[config.mk]
export PLATFORM = sky130hd
export DESIGN_NAME = pfd_offset_cal_ctrl
export DESIGN_NICKNAME = d
export VERILOG_FILES = /design/src/rtl/pfd_offset_cal_ctrl.sv
export SDC_FILE = /design/constraint.sdc
export NUM_CORES = 1
export LEC_CHECK = 0
export BUFFER_PORTS_ARGS = -buffer_cell sky130_fd_sc_hd__buf_4
export CORE_ASPECT_RATIO = 1.1
export CORE_MARGIN = 2
export CORE_UTILIZATION = 25
export CTS_CLUSTER_DIAMETER = 200
export DETAILED_ROUTE_END_ITERATION = 8
export SYNTH_ARGS = -nofsm -noshare
export SYNTH_HDL_FRONTEND = slang
export SYNTH_SLANG_ARGS = --single-unit
export TNS_END_PERCENT = 20
[constraint.sdc]
create_clock -name clk -period 6.58 [get_ports clk]
set_input_delay 1.974 -clock clk [delete_from_list [all_inputs] [get_ports clk]]
set_output_delay 1.974 -clock clk [all_outputs]
set_load 0.02 [all_outputs]
[src/rtl/pfd_offset_cal_ctrl.sv]
//------------------------------------------------------------------------------
// pfd_offset_cal_ctrl
//
// Background offset calibration for a time-interleaved ADC. The controller
// visits slices one at a time. On each visit it averages 2**Navg_adc samples of
// that slice and nudges the slice's offset estimate by one LSB toward the
// observed mean. Means inside +/-DZ_hist_adc leave the offset unchanged.
// A visit is CLEAR -> ACCUM -> UPDATE -> NEXT. After slice Nti-1 the sweep
// wraps to slice 0 and sweep_done pulses for one cycle.
//
// Optional feature macro: PFD_CAL_EXT_LOAD_EN
//   When defined, en_ext_pfd_offset / ext_pfd_offset are added. While
//   en_ext_pfd_offset is high, the offsets load ext_pfd_offset every cycle and
//   the FSM is parked in IDLE. Calibration then resumes from the loaded values.
//
// Ports
//   clk                clock, rising edge
//   rst                asynchronous active-high reset
//   en_pfd_cal         level enable for the calibration loop
//   adc_valid          qualifies adcout for one cycle
//   adcout             packed signed slice words, slice k at [k*Nadc +: Nadc]
//   Navg_adc           averaging exponent (2**Navg_adc samples per visit)
//   DZ_hist_adc        unsigned deadzone magnitude
//   en_ext_pfd_offset  (PFD_CAL_EXT_LOAD_EN) external load enable
//   ext_pfd_offset     (PFD_CAL_EXT_LOAD_EN) external offset values
//   pfd_offset         packed signed offset estimate per slice
//   cal_slice          slice currently being measured
//   cal_busy           high whenever the FSM is not in IDLE
//   sweep_done         one-cycle pulse at the end of each full sweep
//------------------------------------------------------------------------------
`timescale 1ns/1ps

module pfd_offset_cal_ctrl #(
    parameter int Nti    = 16,
    parameter int Nadc   = 8,
    parameter int Nrange = 4
) (
    input  logic                    clk,
    input  logic                    rst,
    input  logic                    en_pfd_cal,
    input  logic                    adc_valid,
    input  logic [Nti*Nadc-1:0]     adcout,
    input  logic [Nrange-1:0]       Navg_adc,
    input  logic [Nrange-1:0]       DZ_hist_adc,
`ifdef PFD_CAL_EXT_LOAD_EN
    input  logic                    en_ext_pfd_offset,
    input  logic [Nti*Nadc-1:0]     ext_pfd_offset,
`endif
    output logic [Nti*Nadc-1:0]     pfd_offset,
    output logic [$clog2(Nti)-1:0]  cal_slice,
    output logic                    cal_busy,
    output logic                    sweep_done
);

    localparam int SLICE_W = $clog2(Nti);
    // Worst case is 2**(2**Nrange-1) samples at full scale. That needs
    // 2**Nrange-1 extra bits of headroom above the sample width.
    localparam int ACC_W   = Nadc + (1 << Nrange) - 1;
    // Wide enough to hold the largest sample count, 2**(2**Nrange-1).
    localparam int CNT_W   = (1 << Nrange);

    localparam logic signed [Nadc-1:0] OFF_MAX = {1'b0, {(Nadc-1){1'b1}}};
    localparam logic signed [Nadc-1:0] OFF_MIN = {1'b1, {(Nadc-1){1'b0}}};
    localparam logic signed [Nadc-1:0] OFF_ONE = {{(Nadc-1){1'b0}}, 1'b1};

    typedef enum logic [2:0] {
        IDLE   = 3'd0,
        CLEAR  = 3'd1,
        ACCUM  = 3'd2,
        UPDATE = 3'd3,
        NEXT   = 3'd4
    } state_t;

    state_t                   state;
    state_t                   state_nxt;

    logic [SLICE_W-1:0]       slice_q;
    logic signed [ACC_W-1:0]  acc_q;
    logic [CNT_W-1:0]         cnt_q;
    logic [Nrange-1:0]        navg_q;
    logic [Nrange-1:0]        dz_q;
    logic signed [Nadc-1:0]   offset_q [Nti];

    logic                     ext_load;
    logic                     hold_idle;
    logic                     last_slice;
    logic                     last_sample;
    logic [CNT_W-1:0]         cnt_target;
    logic [Nadc-1:0]          sample;
    logic signed [ACC_W-1:0]  sample_ext;
    logic signed [ACC_W-1:0]  avg;
    logic signed [ACC_W-1:0]  dz_pos;
    logic signed [ACC_W-1:0]  dz_neg;
    logic signed [Nadc-1:0]   cur_off;
    logic signed [Nadc-1:0]   upd_off;

`ifdef PFD_CAL_EXT_LOAD_EN
    assign ext_load = en_ext_pfd_offset;
`else
    assign ext_load = 1'b0;
`endif

    // External load wins over the calibration enable; either one parks the FSM.
    assign hold_idle  = ~en_pfd_cal | ext_load;
    assign last_slice = (slice_q == SLICE_W'(Nti - 1));

    // Sample N closes the visit, where N = 2**navg_q is taken from the value
    // latched at CLEAR.
    assign cnt_target  = CNT_W'(1) << navg_q;
    assign last_sample = adc_valid && ((cnt_q + CNT_W'(1)) == cnt_target);

    //--------------------------------------------------------------------------
    // Datapath combinational helpers
    //--------------------------------------------------------------------------
    always_comb begin
        // NOTE: every variable written in a combinational block gets a default
        // first; a path that leaves one unassigned would infer a latch.
        sample = '0;
        for (int k = 0; k < Nti; k++) begin
            if (slice_q == SLICE_W'(k)) begin
                sample = adcout[k*Nadc +: Nadc];
            end
        end
    end

    assign sample_ext = {{(ACC_W-Nadc){sample[Nadc-1]}}, sample};

    // An arithmetic shift on a signed operand floors toward minus infinity.
    assign avg    = acc_q >>> navg_q;
    assign dz_pos = signed'({{(ACC_W-Nrange){1'b0}}, dz_q});
    assign dz_neg = -dz_pos;

    assign cur_off = offset_q[slice_q];

    always_comb begin
        upd_off = cur_off;
        if (avg > dz_pos) begin
            if (cur_off != OFF_MAX) begin
                upd_off = cur_off + OFF_ONE;
            end
        end else if (avg < dz_neg) begin
            if (cur_off != OFF_MIN) begin
                upd_off = cur_off - OFF_ONE;
            end
        end
    end

    //--------------------------------------------------------------------------
    // FSM: state register
    //--------------------------------------------------------------------------
    always_ff @(posedge clk or posedge rst) begin
        // NOTE: clocked state uses non-blocking assignments, so every register
        // samples pre-edge values regardless of statement order.
        if (rst) begin
            state <= IDLE;
        end else begin
            state <= state_nxt;
        end
    end

    //--------------------------------------------------------------------------
    // FSM: next-state logic
    //--------------------------------------------------------------------------
    always_comb begin
        state_nxt = state;
        if (hold_idle) begin
            state_nxt = IDLE;
        end else begin
            case (state)
                IDLE:    state_nxt = CLEAR;
                CLEAR:   state_nxt = ACCUM;
                ACCUM:   if (last_sample) state_nxt = UPDATE;
                UPDATE:  state_nxt = NEXT;
                NEXT:    state_nxt = CLEAR;
                default: state_nxt = IDLE;
            endcase
        end
    end

    //--------------------------------------------------------------------------
    // FSM: outputs
    //--------------------------------------------------------------------------
    always_comb begin
        cal_busy   = (state != IDLE);
        sweep_done = (state == NEXT) && last_slice;
    end

    //--------------------------------------------------------------------------
    // Datapath registers
    //--------------------------------------------------------------------------
    always_ff @(posedge clk or posedge rst) begin
        if (rst) begin
            slice_q <= '0;
            acc_q   <= '0;
            cnt_q   <= '0;
            navg_q  <= '0;
            dz_q    <= '0;
            // NOTE: the offset bank is a visible output that must read zero out
            // of reset, so it is built from flops with a reset rather than a RAM.
            for (int k = 0; k < Nti; k++) begin
                offset_q[k] <= '0;
            end
        end else if (hold_idle) begin
            // Leaving (or staying in) IDLE discards the partial visit. The
            // offsets are kept unless an external load is overriding them.
            slice_q <= '0;
            acc_q   <= '0;
            cnt_q   <= '0;
`ifdef PFD_CAL_EXT_LOAD_EN
            if (ext_load) begin
                for (int k = 0; k < Nti; k++) begin
                    offset_q[k] <= ext_pfd_offset[k*Nadc +: Nadc];
                end
            end
`endif
        end else begin
            case (state)
                CLEAR: begin
                    acc_q  <= '0;
                    cnt_q  <= '0;
                    navg_q <= Navg_adc;
                    dz_q   <= DZ_hist_adc;
                end
                ACCUM: begin
                    if (adc_valid) begin
                        acc_q <= acc_q + sample_ext;
                        cnt_q <= cnt_q + CNT_W'(1);
                    end
                end
                UPDATE: begin
                    offset_q[slice_q] <= upd_off;
                end
                NEXT: begin
                    slice_q <= last_slice ? '0 : slice_q + SLICE_W'(1);
                end
                default: begin
                end
            endcase
        end
    end

    //--------------------------------------------------------------------------
    // Output packing
    //--------------------------------------------------------------------------
    for (genvar g = 0; g < Nti; g++) begin : g_pack
        assign pfd_offset[g*Nadc +: Nadc] = offset_q[g];
    end

    assign cal_slice = slice_q;

endmodule

==> results of run 1 <==
==> critical path: stages, from the launching register on <==
cell,delay (ns)
dfrtp_2,0.42
inv_1,0.12
ha_1,0.40
nor2b_1,0.80
a221oi_1,0.18
o31ai_1,0.28
a22oi_1,0.10
o21ai_0,0.27
o221ai_1,0.19
a21oi_1,0.18
a211oi_1,0.07
o31ai_1,0.39
inv_1,0.11
fa_1,0.42
nand2b_1,0.19
a21oi_1,0.22
o2111ai_1,0.20
nand2_1,0.10
a41o_1,0.22
a211oi_1,0.11
o21a_1,0.21
or2_2,0.27
a211o_1,0.25
==> per-stage QoR <==
stage	total power [mW]	util (%)	cells	hold slack [ns]	setup WS [ns]
after floorplan	2.78	-	1478	0.469	0.371
after global placement	3.21	30.4	2355	0.486	0.513
after detailed placement	3.25	30.4	2355	0.498	0.505
after CTS	4.37	31.5	2387	0.515	0.820
after global routing	4.64	31.5	2387	0.541	0.459
final	4.35	31.5	2387	0.507	0.766
==> per-layer routing <==
layer	GRT usage, %	vias up
li1	-	5901
met1	21.5	6120
met2	29.8	327
met3	5.68	61
met4	4.56	2
met5	0	-
==> cell type report <==
type	count	area [µm²]	area share, %
clock buffer	18	439	2.65
clock inverter	14	183	1.10
inverter	33	128	0.769
multi-input combinational	1167	8210	49.5
sequential	182	4560	27.5
tap	675	845	5.09
timing repair buffer	298	2240	13.5
==> worst max path at each step <==
stage,end,cells past startpoint
floorplan,acc_q[22],16
global placement,acc_q[22],18
detailed placement,acc_q[22],18
CTS,acc_q[22],22
global route,acc_q[22],22
finish,acc_q[22],22
==> state kept, by name, summed over array words and instances, names as in the netlist <==
| signal | count |
|---|---|
| dz_q | 4 |
| pfd_offset | 128 |
| acc_q | 23 |
| state | 3 |
| cnt_q | 16 |
| cal_slice | 4 |
| navg_q | 4 |
==> cells by family (layout without fill, tap and decap cells) <==
logic type / count (synthesis) / count (layout)
adders and majority gates: 61 / 61
and+or+nand+nor: 529 / 529
DFF: 182 / 182
xor gates and xnor gates: 37 / 37
buffers and inverters: 129 / 363
AOI/OAI and AO/OA: 452 / 452
muxes: 88 / 88
==> power by group through the flow <==
stage	clock network, mW	registers, mW	logic, mW
final	1.11	1.32	1.92
after floorplan	0	1.26	1.52
after global routing	1.18	1.34	2.12
after detailed placement	0	1.34	1.91
after CTS	1.13	1.32	1.92
after global placement	0	1.34	1.87
==> placed cells by master (no fill, tap or decap), drive strengths merged, types with 6 or more instances in the layout <==
master | Yosys | routed
and2 | 16 | 16
o221ai | 6 | 6
a22oi | 23 | 23
ha | 60 | 60
a31oi | 12 | 12
nor2 | 87 | 87
mux4 | 57 | 57
o21a | 6 | 6
or2 | 9 | 9
o22ai | 12 | 12
mux2 | 17 | 17
inv | 32 | 40
and3 | 15 | 15
a211oi | 14 | 14
o31ai | 28 | 28
nor4 | 7 | 7
o211ai | 12 | 12
a221oi | 22 | 22
nor2b | 19 | 19
nand4 | 10 | 10
or3 | 6 | 6
a21oi | 57 | 57
a32oi | 6 | 6
mux2i | 14 | 14
nand2 | 282 | 282
o21ai | 199 | 199
clkbuf | 58 | 18
xor2 | 20 | 20
nand2b | 15 | 15
a21o | 11 | 11
a22o | 6 | 6
buf | 38 | 298
xnor2 | 17 | 17
dfrtp | 182 | 182
nor3 | 17 | 17
nand3 | 31 | 31
==> flow_summary.toml, run 1 <==
[power]
p_leak_nw = 7.33
pwr-share-seq_pct = 30.4
intPower_mw = 2.50
comb_power_share_pct = 44.1
clockPowerShare_pct = 25.5
ir_drop_uv = 183
switching_share_pct = 42.6
p_switching_mw = 1.85
power.density_nw_per_um2 = 262

[route]
vias_per_cell = 5.20
wl_mm = 48.5
via_count = 12400
drt-met1-wl_mm = 20.2
antenna_left = 0
first_iter_violations = 874
wl_met3_mm = 3.54
dr.pass1.iters = 5
wl_per_cell_um = 20.3
top_layer_used = "met5"
wl_met2_mm = 23.7
drc = 0

[synthesis]
synth_top_cell_by_area = "dfrtp_1"
netlist_top_cells_area = "dfrtp_1 34%, mux4_2 9.1%, nand2_1 7.9%, o21ai_0 5.8%, ha_1 5.6%"
yosys.area_share.simple_pct = 17.9
syn-num-nets = 1679
synth_edf_count = 0
synth_compound_area_share_pct = 22.8
synth_cell_types = 86
synth.top_cell.area_share_pct = 34.1
ys_seq_area_share_pct = 34.1
ys_ff_latch = 182
ys_top_cells_by_count = "282 x nand2_1, 182 x dfrtp_1, 154 x o21ai_0"
yosys_warnings = 0
syn_area_um2 = 13400
netlist_instances = 1478
synth_xor_area_share_pct = 2.56
ys.flop_type = "dfrtp_1"
synthAdderAreaFrac_pct = 5.77
avgSynthCellArea_um2 = 9.05
yosysMostFrequentCell = "nand2_1"
synth.area.mux_share_pct = 12.3
synth_top_family_by_area = "compound AO/OA/AOI/OAI gates"
async_reset_ff_share_pct = 100

[clock_network]
clock-root-buffer = "clkbuf_16"
clk_latency_ns = 0.47
cts_resized = 0
cts_buffers = 17
cts_max_level = 4
cts_tree = "done"
cts.sinks = 182
clk_path_buf_depth = 2
cts.hold.buffers_added = 0
cts_setup_buffers = 0
path_clk_slew_ns = 0.08

[layout]
stdcell_area_um2 = 16600
drive_gt1_share_pct = 27.8
nNetsFinal = 1900
synthToLayoutAreaGrowth_pct = 24.2
nFillCells = 5512
diodes = 0

[place]
hpwl_mm = 37.1
portBuffers = 273
place.gp.congestion = 0.918
placed_cell_area_um2 = 16000

[timing]
setup_viol = 0
fmax_ghz = 0.172
slew_violations = 0
clock_skew_ns = 0.0135
period_needed_ns = 5.81
tightest_slew_ns = 1.10
report.final.hold_viol_count = 0
rsz0062_at_grt = "no"
period_share_pct = 88.4
finalSetupTns_ns = 0
relSlewSlack_pct = 26.2

[floorplanning]
ios = 274
die_x_um = 224
dieArea_um2 = 55300
initial_core_util_pct = 25.4
design.core.area_um2 = 52600
die_y_um = 247
rows = 88

[worst_setup_path]
crit_required_ns = 6.93
r2r_end = "acc_q[22]"
critPathKind = "flop to flop"
setup.worst_path.start = "cal_slice[0]"
start_kind = "flop"
critical_path.max_fanout = 9
cp-end-kind = "flop"
arrival_ns = 6.17
rrSetupSlack_ns = 0.77
rr_worst_depth = 22
r2r-start = "cal_slice[0]"

[global_routing]
overflow = 0
grt_pass1_wl_mm = 75.4
grt.total_usage_pct = 17.6
antenna_found_initial = 1
grt_pass1_vias = 12600
grt_max_degree = 75

[hold_path]
min_path_type = "flop to flop"
hold_depth = 2
holdPathEnd = "cnt_q[15]"
worstHoldStart = "cnt_q[15]"

[run_status]
status = "complete, no violations"

[flow_run]
drv_cap = 0
Power figures use the tool's default switching activity.
==> run 2: changes to the inputs <==
--- a/config.mk
+++ b/config.mk
@@ -10,5 +10,7 @@
 export CORE_MARGIN = 2
-export CORE_UTILIZATION = 25
+export CORE_UTILIZATION = 51
 export CTS_CLUSTER_DIAMETER = 200
 export DETAILED_ROUTE_END_ITERATION = 8
+export GPL_ROUTABILITY_DRIVEN = 0
+export PLACE_DENSITY = 0.78
 export SYNTH_ARGS = -nofsm -noshare
--- a/constraint.sdc
+++ b/constraint.sdc
@@ -3,2 +3,2 @@
 set_output_delay 1.974 -clock clk [all_outputs]
-set_load 0.02 [all_outputs]
+set_load 0.05 [all_outputs]
==> flow_summary.toml, run 2 (synthesized netlist as in run 1, its figures left out) <==
[floorplanning]
ios = 274
initial_core_util_pct = 51.6
design.core.area_um2 = 25900
rows = 62
dieArea_um2 = 27500
die_y_um = 174
die_x_um = 158

[place]
portBuffers = 273
dp.cells = 2027
hpwl_mm = 31.6

[worst_setup_path]
arrival_ns = 5.99
crit_required_ns = 6.92
critical_path.max_fanout = 4
cp-end-kind = "flop"
start_kind = "primary input"
critPathKind = "primary input to flop"

[layout]
largest_register_ffs = 128
layout_common_cells = "292 x buf_4, 282 x nand2_1, 180 x dfrtp_1"
diodes = 0
nNetsFinal = 1895
nFillCells = 2178
drive_gt1_share_pct = 27.5
final_common_cell = "buf_4"
synthToLayoutAreaGrowth_pct = 21.2
stdcell_count = 2059

[timing]
setup_viol = 0
report.final.hold_viol_count = 0
fmax_ghz = 0.177
period_needed_ns = 5.65
slew_violations = 0
rsz0062_at_grt = "no"
relSlewSlack_pct = 23.3
period_share_pct = 85.9
tightest_slew_ns = 1.15
clock_skew_ns = 0.0202
finalSetupTns_ns = 0

[clock_network]
cts.sinks = 182
clock-root-buffer = "clkbuf_16"
clk_path_buf_depth = 2
cts_max_level = 4
cts_tree = "done"
cts_buffers = 17
cts_resized = 0
path_clk_slew_ns = 0.09
cts_setup_buffers = 0
clk_latency_ns = 0.46
cts.hold.buffers_added = 0

[global_routing]
overflow = 0
grt_pass1_wl_mm = 67.7
grt_pass1_vias = 12400
grt.total_usage_pct = 31.2
grt_max_degree = 85
antenna_found_initial = 0

[route]
wl_mm = 42.5
wl_per_cell_um = 20.7
drc = 0
first_iter_violations = 1017
antenna_left = 0
dr.pass1.iters = 5
vias_per_cell = 6.17
via_count = 12700

[power]
p_leak_nw = 7.32
ir_drop_uv = 203
power.density_nw_per_um2 = 274

[hold_path]
min_path_type = "flop to flop"

[flow_run]
drv_cap = 0

[run_status]
status = "complete, no violations"
==> run 2: final cells by class <==
class | instances | area [µm²] | area share [%]
sequential | 182 | 4560 | 28.1
inverter | 33 | 128 | 0.787
clock inverter | 15 | 233 | 1.44
clock buffer | 17 | 425 | 2.62
timing repair buffer | 293 | 2210 | 13.6
tap | 352 | 440 | 2.72
multi-input combinational | 1167 | 8210 | 50.7
==> run 2: power breakdown <==
part,internal [mW],switching [mW],total (mW)
clock,0.551,0.612,1.16
sequential,1.17,0.139,1.31
combinational,0.733,1.24,1.97
==> run 2: worst max-delay path, cell delays in order <==
cell and delay [ns]:
buf_4 0.11, a22oi_1 0.30, o21ai_0 0.14, mux4_2 0.47
and2_1 0.18, o31ai_1 0.28, a211oi_1 0.13, a221o_1 0.28
ha_1 0.33, o21ai_0 0.20, a21oi_1 0.09, o2111ai_1 0.25
nand2_1 0.07, a41o_1 0.27, a211oi_1 0.27, nor3_1 0.10
or2_2 0.30, a211o_1 0.25
==> run 2: metal layers <==
metal | GRT usage [%] | share of wire [%] | wire length (µm)
met5 | 0 | 0 | 0
met3 | 7.95 | 8.2 | 3470
met4 | 10.3 | 2.8 | 1210
met2 | 51.5 | 49 | 21000
met1 | 40.0 | 40 | 16900
==> run 2: per-stage QoR <==
step	total power [mW]	instance area (µm²)	util, %	hold WS [ns]	setup slack [ns]
global route	4.67	16200	62.6	0.542	0.463
finish	4.44	16200	62.6	0.515	0.925
floorplan	2.83	13400	-	0.469	0.371
detailed placement	3.26	15500	60.0	0.493	0.550
global placement	3.20	15500	60.0	0.483	0.618
CTS	4.42	16200	62.6	0.512	1.00
==> run 2: worst paths after layout <==
path                       slack [ns]  depth (start not counted)               to             from
max reg2reg                      0.93                         22        acc_q[22]     cal_slice[0]
max                              0.93                         18        acc_q[22]       adcout[11]
min in group asynchronous        1.71                          2  pfd_offset[119]              rst
min                              0.51                          2  pfd_offset[121]  pfd_offset[121]
min reg2reg                      0.51                          2  pfd_offset[121]  pfd_offset[121]
max in group asynchronous        3.63                          3   pfd_offset[11]              rst
==> run 3: changes to the inputs <==
Settings changed: CORE_ASPECT_RATIO 1.1 to not set, MAX_ROUTING_LAYER set to met4.
==> flow_summary.toml, run 3 (synthesized netlist as in run 1, its figures left out) <==
[place]
dp.cells = 2014
hpwl_mm = 31.5
dp_slack_ns = 0.652
portBuffers = 273

[route]
antenna_left = 0
wl_met2_mm = 20.9
wl_per_cell_um = 20.6
wl_met3_mm = 3.37
drt-met1-wl_mm = 17.2
via_count = 12800
dr.pass1.iters = 5
vias_per_cell = 6.24
drc = 0
top_layer_used = "met4"
wl_mm = 42.2
first_iter_violations = 1143

[worst_setup_path]
critPathKind = "flop to flop"
crit_required_ns = 6.92
r2r_end = "acc_q[22]"
rr_worst_depth = 23
rrSetupSlack_ns = 0.79
endpoint = "acc_q[22]"
cp-end-kind = "flop"
r2r-start = "cal_slice[1]"
arrival_ns = 6.13
setup.worst_path.start = "cal_slice[1]"
critical_path.max_fanout = 16
start_kind = "flop"

[floorplanning]
design.core.area_um2 = 25900
die_y_um = 166
initial_core_util_pct = 51.6
die_x_um = 166
rows = 59
ios = 274
dieArea_um2 = 27500

[clock_network]
cts_max_level = 4
cts_setup_buffers = 0
cts.sinks = 182
path_clk_slew_ns = 0.09
cts_resized = 0
clk_latency_ns = 0.46
cts_buffers = 17
clk_path_buf_depth = 2
clock-root-buffer = "clkbuf_16"
cts.hold.buffers_added = 0
cts_tree = "done"

[layout]
largest_register_ffs = 128
diodes = 0
stdcell_count = 2046
final_common_cell = "buf_4"
nNetsFinal = 1899
layout_common_cells = "296 x buf_4, 282 x nand2_1, 180 x dfrtp_1"
synthToLayoutAreaGrowth_pct = 21.3
drive_gt1_share_pct = 27.7

[timing]
rsz0062_at_grt = "no"
tightest_slew_ns = 1.12
fin_ws_ns = 0.790
fmax_ghz = 0.173
finalSetupTns_ns = 0
clock_skew_ns = 0.0250
period_needed_ns = 5.79
report.final.hold_viol_count = 0
hold-worst-slack_ns = 0.510
relSlewSlack_pct = 25.3
slew_violations = 0
setup_viol = 0
period_share_pct = 88.0

[global_routing]
grt_pass1_vias = 12300
antenna_found_initial = 0
grt_pass1_wl_mm = 67.5
grt.total_usage_pct = 31.1
overflow = 0
grt_max_degree = 133

[power]
intPower_mw = 2.45
power.density_nw_per_um2 = 273
comb_power_share_pct = 44.5
p_leak_nw = 7.34
ir_drop_uv = 282
clockPowerShare_pct = 25.8
power.total_mw = 4.43
switching_share_pct = 44.5
pwr-share-seq_pct = 29.6
p_switching_mw = 1.97

[run_status]
status = "complete, no violations"

[flow_run]
drv_cap = 0

[hold_path]
min_path_type = "flop to flop"
-- run 3: changes by cell type in the layout (fill, tap and decap cells not counted) --
cell,before,now
buf_4,292,296
clkinv_8,2,3
inv_12,6,7
inv_16,3,2
inv_8,3,2
-- run 3: worst min path at each step --
stage	slack, ns	to	from	depth (start not counted)
floorplan	0.47	cnt_q[15]	cnt_q[15]	2
global placement	0.48	pfd_offset[52]	pfd_offset[52]	2
detailed placement	0.49	pfd_offset[25]	pfd_offset[25]	2
CTS	0.51	pfd_offset[25]	pfd_offset[25]	2
global route	0.54	pfd_offset[83]	pfd_offset[83]	2
finish	0.51	pfd_offset[25]	pfd_offset[25]	2
-- run 3: power groups by stage --
| stage | clock network (mW) | logic, mW | registers, mW |
|---|---|---|---|
| final | 1.14 | 1.97 | 1.31 |
| after global routing | 1.20 | 2.15 | 1.33 |
| after CTS | 1.15 | 1.95 | 1.31 |
| after detailed placement | 0 | 1.94 | 1.33 |
| after global placement | 0 | 1.88 | 1.32 |
| after floorplan | 0 | 1.53 | 1.30 |
-- run 3: worst max-delay path: stages, from the launching register on --
cell and delay (ns):
dfrtp_1 0.38, buf_4 0.22, inv_1 0.14, ha_1 0.41
nor2b_1 0.71, a221oi_1 0.17, o31ai_1 0.25, a22oi_1 0.09
o21ai_0 0.21, o221ai_1 0.20, a21oi_1 0.21, a211oi_1 0.07
o31ai_1 0.32, inv_1 0.11, fa_1 0.43, nand2b_1 0.19
a21oi_1 0.25, o2111ai_1 0.18, nand2_1 0.09, a41o_1 0.22
a211oi_1 0.10, o21a_1 0.20, or2_2 0.27, a211o_1 0.25
-- run 3: stage by stage --
| stage | area, µm² | util (%) |
|---|---|---|
| floorplan | 13400 | - |
| detailed placement | 15600 | 60.0 |
| finish | 16200 | 62.6 |
| global route | 16200 | 62.6 |
| CTS | 16200 | 62.6 |
| global placement | 15600 | 60.0 |
-- run 3: cell type report --
| type | instances | area, µm² |
|---|---|---|
| inverters | 33 | 128 |
| fillers | 2147 | 9690 |
| repair buffers | 297 | 2240 |
| clock inverters | 15 | 234 |
| clock buffers | 17 | 425 |
| well taps | 335 | 419 |
| flip-flops and latches | 182 | 4560 |
| multi-input cells | 1167 | 8210 |
-- run 3: routing by layer --
metal  vias to the layer above  GRT usage, %
met5                         -             -
met2                       551          51.3
met3                        70          6.39
met4                         0          7.18
met1                      6237          39.8
li1                       5905             -
